<file path="config.mk">
export PLATFORM = sky130hd
export DESIGN_NAME = exemem_skid_reg
export DESIGN_NICKNAME = d
export VERILOG_FILES = /design/src/rtl/exemem_skid_reg.sv
export SDC_FILE = /design/constraint.sdc
export NUM_CORES = 1
export LEC_CHECK = 0
export ABC_AREA = 0
export CAP_MARGIN = 20
export CORE_MARGIN = 3
export CORE_UTILIZATION = 45
export CTS_BUF_LIST = sky130_fd_sc_hd__clkbuf_16
export DETAILED_ROUTE_END_ITERATION = 10
export PLACE_DENSITY = 0.8
export SYNTH_ARGS = -nofsm -noshare
export SYNTH_HDL_FRONTEND = slang
export SYNTH_SLANG_ARGS = --single-unit
</file>
<file path="constraint.sdc">
create_clock -name cpu_clk_50M -period 13.4 [get_ports cpu_clk_50M]
set_clock_uncertainty 0.15 [all_clocks]
set_input_delay 1.34 -clock cpu_clk_50M [delete_from_list [all_inputs] [get_ports cpu_clk_50M]]
set_output_delay 1.34 -clock cpu_clk_50M [all_outputs]
set_load 0.02 [all_outputs]
</file>
<file path="src/rtl/exemem_skid_reg.sv">
// EX->MEM pipeline register with a 2-entry skid buffer, synchronous flush and a saturating stall counter.
// Latency: 1 cycle from in_fire to out_valid on an empty stage; 1 entry/cycle sustained throughput.
// Backpressure: in_ready is registered; it drops only once the skid entry is occupied, so no entry is ever lost.
module exemem_skid_reg #(
    parameter int                 DATA_W   = 141,
    parameter int                 CTRL_W   = 3,
    parameter int                 CNT_W    = 16,
    parameter logic [DATA_W-1:0]  DATA_RST = {DATA_W{1'b0}}
) (
    input  logic              cpu_clk_50M,
    input  logic              cpu_rst,
    input  logic              flush,
    input  logic              in_valid,
    output logic              in_ready,
    input  logic [DATA_W-1:0] in_data,
    input  logic [CTRL_W-1:0] in_ctrl,
    output logic              out_valid,
    input  logic              out_ready,
    output logic [DATA_W-1:0] out_data,
    output logic [CTRL_W-1:0] out_ctrl,
    output logic [CNT_W-1:0]  stall_cnt
);

    typedef struct packed {
        logic [DATA_W-1:0] dat;
        logic [CTRL_W-1:0] ctrl;
    } ent_t;

    localparam logic [CNT_W-1:0] CNT_MAX = {CNT_W{1'b1}};

    ent_t m_ent;
    ent_t s_ent;
    logic m_vld;
    logic s_vld;
    logic rdy_q;

    logic in_fire;
    logic out_fire;
    logic m_free;
    ent_t in_ent;

    assign in_ent   = '{dat: in_data, ctrl: in_ctrl};
    assign in_fire  = in_valid & rdy_q;
    assign out_fire = m_vld & out_ready;
    assign m_free   = ~m_vld | out_fire;

    // rdy_q is held low through reset and mirrors ~s_vld from the first edge after release.
    assign in_ready  = rdy_q;
    assign out_valid = m_vld;
    assign out_data  = m_ent.dat;
    assign out_ctrl  = m_vld ? m_ent.ctrl : {CTRL_W{1'b0}};

    always_ff @(posedge cpu_clk_50M or posedge cpu_rst) begin
        if (cpu_rst) begin
            m_vld     <= 1'b0;
            s_vld     <= 1'b0;
            m_ent     <= '{dat: DATA_RST, ctrl: {CTRL_W{1'b0}}};
            s_ent     <= '{dat: DATA_RST, ctrl: {CTRL_W{1'b0}}};
            rdy_q     <= 1'b0;
            stall_cnt <= {CNT_W{1'b0}};
        end else begin
            if (m_vld && !out_ready && !flush && stall_cnt != CNT_MAX) begin
                stall_cnt <= stall_cnt + 1'b1;
            end

            if (flush) begin
                // The EX stage is killed too, so a same-cycle in_fire is dropped.
                m_vld      <= 1'b0;
                s_vld      <= 1'b0;
                m_ent.ctrl <= {CTRL_W{1'b0}};
                s_ent.ctrl <= {CTRL_W{1'b0}};
                rdy_q      <= 1'b1;
            end else if (m_free) begin
                if (s_vld) begin
                    m_ent <= s_ent;
                    m_vld <= 1'b1;
                    s_vld <= 1'b0;
                end else if (in_fire) begin
                    m_ent <= in_ent;
                    m_vld <= 1'b1;
                end else begin
                    m_vld <= 1'b0;
                end
                rdy_q <= 1'b1;
            end else if (in_fire) begin
                s_ent <= in_ent;
                s_vld <= 1'b1;
                rdy_q <= 1'b0;
            end else begin
                rdy_q <= ~s_vld;
            end
        end
    end

endmodule
</file>
=== Yosys cells after proc, flatten, opt, wreduce, memory -nomap -nowiden ===
Cells that the tools add are included.

* Reductions and logical operators: 14
* Bitwise operators: 7
* Add/subtract/negate cells: 1
* Equality and inequality tests: 2
* Mux-type cells: 18

{| class="wikitable"
|+ Operator list
! operator !! number
|-
| 144-bit two-way mux || 2
|-
| 3-bit two-way mux || 6
|-
| 16-bit by 1-bit adder with 16-bit output (second input constant) || 1
|-
| 16-bit inequality test (second input constant) || 1
|-
| 1-bit two-way mux || 10
|-
| 3-bit AND reduction || 2
|-
| 2-bit nonzero test || 3
|-
| 3-bit nonzero test || 2
|-
| 1-bit inverter || 4
|-
| 2-bit AND reduction || 2
|-
| 1-bit logical AND || 3
|-
| 1-bit AND || 2
|-
| 1-bit logical NOT || 2
|-
| 2-bit inequality test (second input constant) || 1
|-
| 1-bit bitwise OR || 1
|}

* Bits in registers: 307
* Bits of input ports: 149

=== Logic depth before layout (Yosys ltp) ===
* Depth in word-level cells: 5
* Mapped depth: 7
* Gate-level depth less buffers: 5

=== Worst setup path before layout ===
OpenSTA, ideal clock, no wires.

* Path type: input to register
* From: input port out_ready
* To: register s_ent[109] (netlist bit)
* Cell stages on the path: 7
* Buffers on the path: 3
* Arrival: 2.538 ns
* Setup slack: 10.584 ns
* Setup time: 0.127 ns
* Cell sequence: nor2b_2 > and2b_1 > and3_1 > buf_2 > buf_6 > buf_6 > mux2_1

* Longest elaborated chain between the ends: 4

{| class="wikitable"
|+ RTL lines
! element !! RTL line !! text
|-
| start: declaration || 18 || <nowiki>input logic out_ready,</nowiki>
|-
| 1-bit AND || 44 || <nowiki>assign out_fire = m_vld & out_ready;</nowiki>
|-
| 1-bit bitwise OR || 45 || <nowiki>assign m_free = ~m_vld | out_fire;</nowiki>
|-
| 1-bit inverter (no source line) || - ||
|-
| 3-bit AND reduction (no source line) || - ||
|-
| end signal: assignment || 58 || <nowiki>s_ent <= '{dat: DATA_RST, ctrl: {CTRL_W{1'b0}}};</nowiki>
|-
| end signal: assignment || 86 || <nowiki>s_ent <= in_ent;</nowiki>
|-
| end: declaration || 32 || <nowiki>ent_t s_ent;</nowiki>
|}

Every way passes these cells.
A chain may end at the register's enable or synchronous reset.

=== Worst setup path after layout ===
* From: input port out_ready
* To: register s_ent[37] (netlist bit)

Same word-level chain as after synthesis.

==> results.md <==
* Status: finished, final reports clean
* Post-Syn Instances at 1157
* First-pass GRT wire length at 48.7 mm
* Pwr Total at 2760 uW
* Slew headroom at 28.5%
* Fmax at 0.228 GHz
* Switching pwr at 768 uW
* Initial Util at 46.3%
* Hold path depth at 1
* #FFs+latches synth at 307
* Slew @ Worst Pin at 1.07 ns
* Req. time, crit path at 13.62 ns
* Gr usage total at 18.0%
* Startpoint types: input pin
* Layout fillers at 2437
* DRT iter0 DRCs at 559
* Largest net degree at the start of global routing at 115
* Leakage at 0.00693 uW
* PortBufs at 310
* Area of the multi-input gates at 4790 um2
* CTS tree: done
* Setup-failing EPs final at 0
* Total number of vias at 8902
* Synthesized cell area at 13900 um2
* Root Buffer: clkbuf_16
* Clk buf depth at 3
* Int Power at 1990 uW
* Leading post-synthesis cells by cell area: dfrtp_1 (55%), mux2i_1 (10%), buf_4 (7.6%)
* Combinational power share at 22.0%
* Register area share after synthesis at 55.5%
* Final worst path period share at 32.7%
* Synth area leader: dfrtp_1
* Unrepaired setup endpoints after global routing: no
* Reg2Reg Depth at 5
* Final setup TNS at 0 ns
* Routed wire length at 30.9 mm
* FF+latch area at 7690 um2
* Sequential Power Share at 45.7%
* Grt total ovfl at 0
* Drt pass-1 iters at 4
* # clock sinks at 307
* Vias in the first global route at 9088
* Syn_nets at 1307
* Pwr Density at 160 nW/um2
* Clock slew seen by the registers of the worst setup and hold paths at 0.06 ns
* Initial antenna violation count at 1
* # Post-CTS Setup Buffers at 0
* Synth Warn # at 0
* Yosys top cell area share at 55.5%
* DR WL/cell at 17.9 um
* Fraction of layout cells with a size suffix above 1 at 11.0%
* Synth-to-Final Area Change at 24.7%
* DRC viols at 0
* CP Data Arrival Time at 4.61 ns
* Min-Delay Path Class: reg2reg
* Clock power share at 32.3%
* DIE HEIGHT at 181 um
* Final HPWL DP at 20.3 mm
* Final hold violations at 0
* Hold_buf cts at 0
* Num CTS Buffers at 34
* Core Area at 30000 um2
* Worst Path Max Fanout at 77
* Core Rows at 63
* Die area at 32900 um2
* MaxCap Viol Count at 0
* GPL Wtd Cong at 0.784
* Width of the die at 181 um
* Fin. max-slew vios at 0
* Distinct cells, synth at 38
* Antenna diode count at 0
* Sw Ratio at 27.8%
* I/O pins at 311
* Worst skew pair latency at 0.50 ns
* Tmin final at 4.38 ns
* Via/cell ratio at 5.17
* Detail Route Antenna Nets at 0
* Nets@finish at 1459
* Critical path class: in2reg
* Critical path capture point type: flip-flop
* VDD IR max at 0.102 mV
* H-tree levels at 2
* CTS resizes at 0
* Avg Inst Size Synth at 12.0 um2
## Yosys cell counts
master and number:
o2111ai_1 1, a21oi_1 144, nor2b_1 1, o211ai_1 5, mux2_2 85, inv_1 2, clkbuf_1 24, buf_2 30
nand3_1 8, o21ai_0 3, buf_4 141, buf_6 7, mux2i_1 144, nand2_1 2, a41oi_1 1, mux2_1 58
nor2b_2 1, and2_1 4, o21ai_1 1, o21a_1 1, dfrtp_1 307, and3_1 3, nand4_1 2, and2b_1 1
nor2_1 150, xnor2_1 11, buf_1 3, or3_1 1, ha_1 1, nor3_1 2, a22o_1 3, nand4bb_1 1
a31oi_1 2, or3b_1 1, a211oi_1 3, nor3_2 1, and4_1 1, or2_2 1
## critical path, cell delays in order
cell             delay (ns)
clkdlybuf4s50_1        0.45
nor2b_2                0.22
and2b_1                0.22
and3_4                 0.82
buf_4                  0.94
mux2_2                 0.41
## area by class of cell
| class | count | area share (%) |
|---|---|---|
| Sequential cell | 307 | 44.5 |
| Timing Repair Buffer | 321 | 18.7 |
| Clock buffer | 37 | 5.36 |
| Inverter | 2 | 0.0869 |
| Tap cell | 390 | 2.83 |
| Clock inverter | 22 | 0.833 |
| Multi-Input combinational cell | 643 | 27.7 |
## cell usage in the layout (no fill, tap or decap), drive strengths merged
master         count
o21ai              4
and4               1
ha                 1
nor2             150
mux2i            144
o21a               1
a41oi              1
clkinv            10
and3               3
xnor2             11
nand4              2
clkdlybuf4s50    310
o211ai             5
nand2              2
and2               4
buf               11
or3b               1
clkbuf            37
or2                1
a22o               3
bufinv             2
dfrtp            307
a31oi              2
or3                1
nand3              8
inv               12
nor2b              2
a211oi             3
a21oi            144
and2b              1
o2111ai            1
mux2             143
nand4bb            1
nor3               3
## logic make-up (layout without fill, tap and decap cells)
| family | Yosys count | count (layout) | synth area share (%) |
|---|---|---|---|
| AO/OA/AOI/OAI | 164 | 164 | 6.24 |
| adder cells (fa/ha/maj) | 1 | 1 | 0.0903 |
| multiplexers | 287 | 287 | 22.0 |
| flip-flops | 307 | 307 | 55.5 |
| XOR/XNOR | 11 | 11 | 0.695 |
| buffers and inverters | 207 | 382 | 10.1 |
| AND/OR/NAND/NOR | 180 | 180 | 5.42 |
## final timing paths
path | end | startpoint | slack [ns]
setup reg to reg | s_ent[37]$_DFFE_PP0P_ | out_valid$_DFFE_PP0N_ | 9.85
hold / removal | s_ent[118]$_DFFE_PP0P_ | s_ent[118]$_DFFE_PP0P_ | 0.34
setup / recovery | s_ent[37]$_DFFE_PP0P_ | out_ready | 9.02
hold reg to reg | s_ent[118]$_DFFE_PP0P_ | s_ent[118]$_DFFE_PP0P_ | 0.34
min in group asynchronous | out_data[14]$_DFFE_PP0P_ | cpu_rst | 1.21
max in group asynchronous | s_ent[76]$_DFFE_PP0P_ | cpu_rst | 9.60
## state kept, by name, indices dropped and copies added, names as in the netlist
name	flops
in_ready	1
m_ent	3
out_data	141
out_valid	1
s_ent	144
s_vld	1
stall_cnt	16
## through the flow
stage               area, um2  utilization [%]  cells  worst slack, ns  hold WS [ns]
finish                  17300             57.7   1722             9.02         0.336
global placement        16100             53.9   1661             8.59         0.317
detailed placement      16100             53.9   1661             8.54         0.325
floorplan               13900                -   1157             3.42         0.308
global route            17300             57.7   1722             8.89         0.346
CTS                     17200             57.5   1720             9.05         0.337
## layer usage
layer  up-vias  wire (um)  global-route usage (%)
met4         2        815                    5.48
met5         -         13                       0
met3        56       2150                    5.03
met1      4419      12700                    23.0
met2       264      15200                    30.1
li1       4161          -                       -
## power groups by stage
stage	clock network (uW)	logic (uW)	registers (uW)
finish	891	608	1260
global route	960	655	1290
CTS	917	615	1260
detailed placement	0	611	1280
global placement	0	591	1260
floorplan	0	451	1240
No activity file was read; power rests on OpenSTA's default activity.
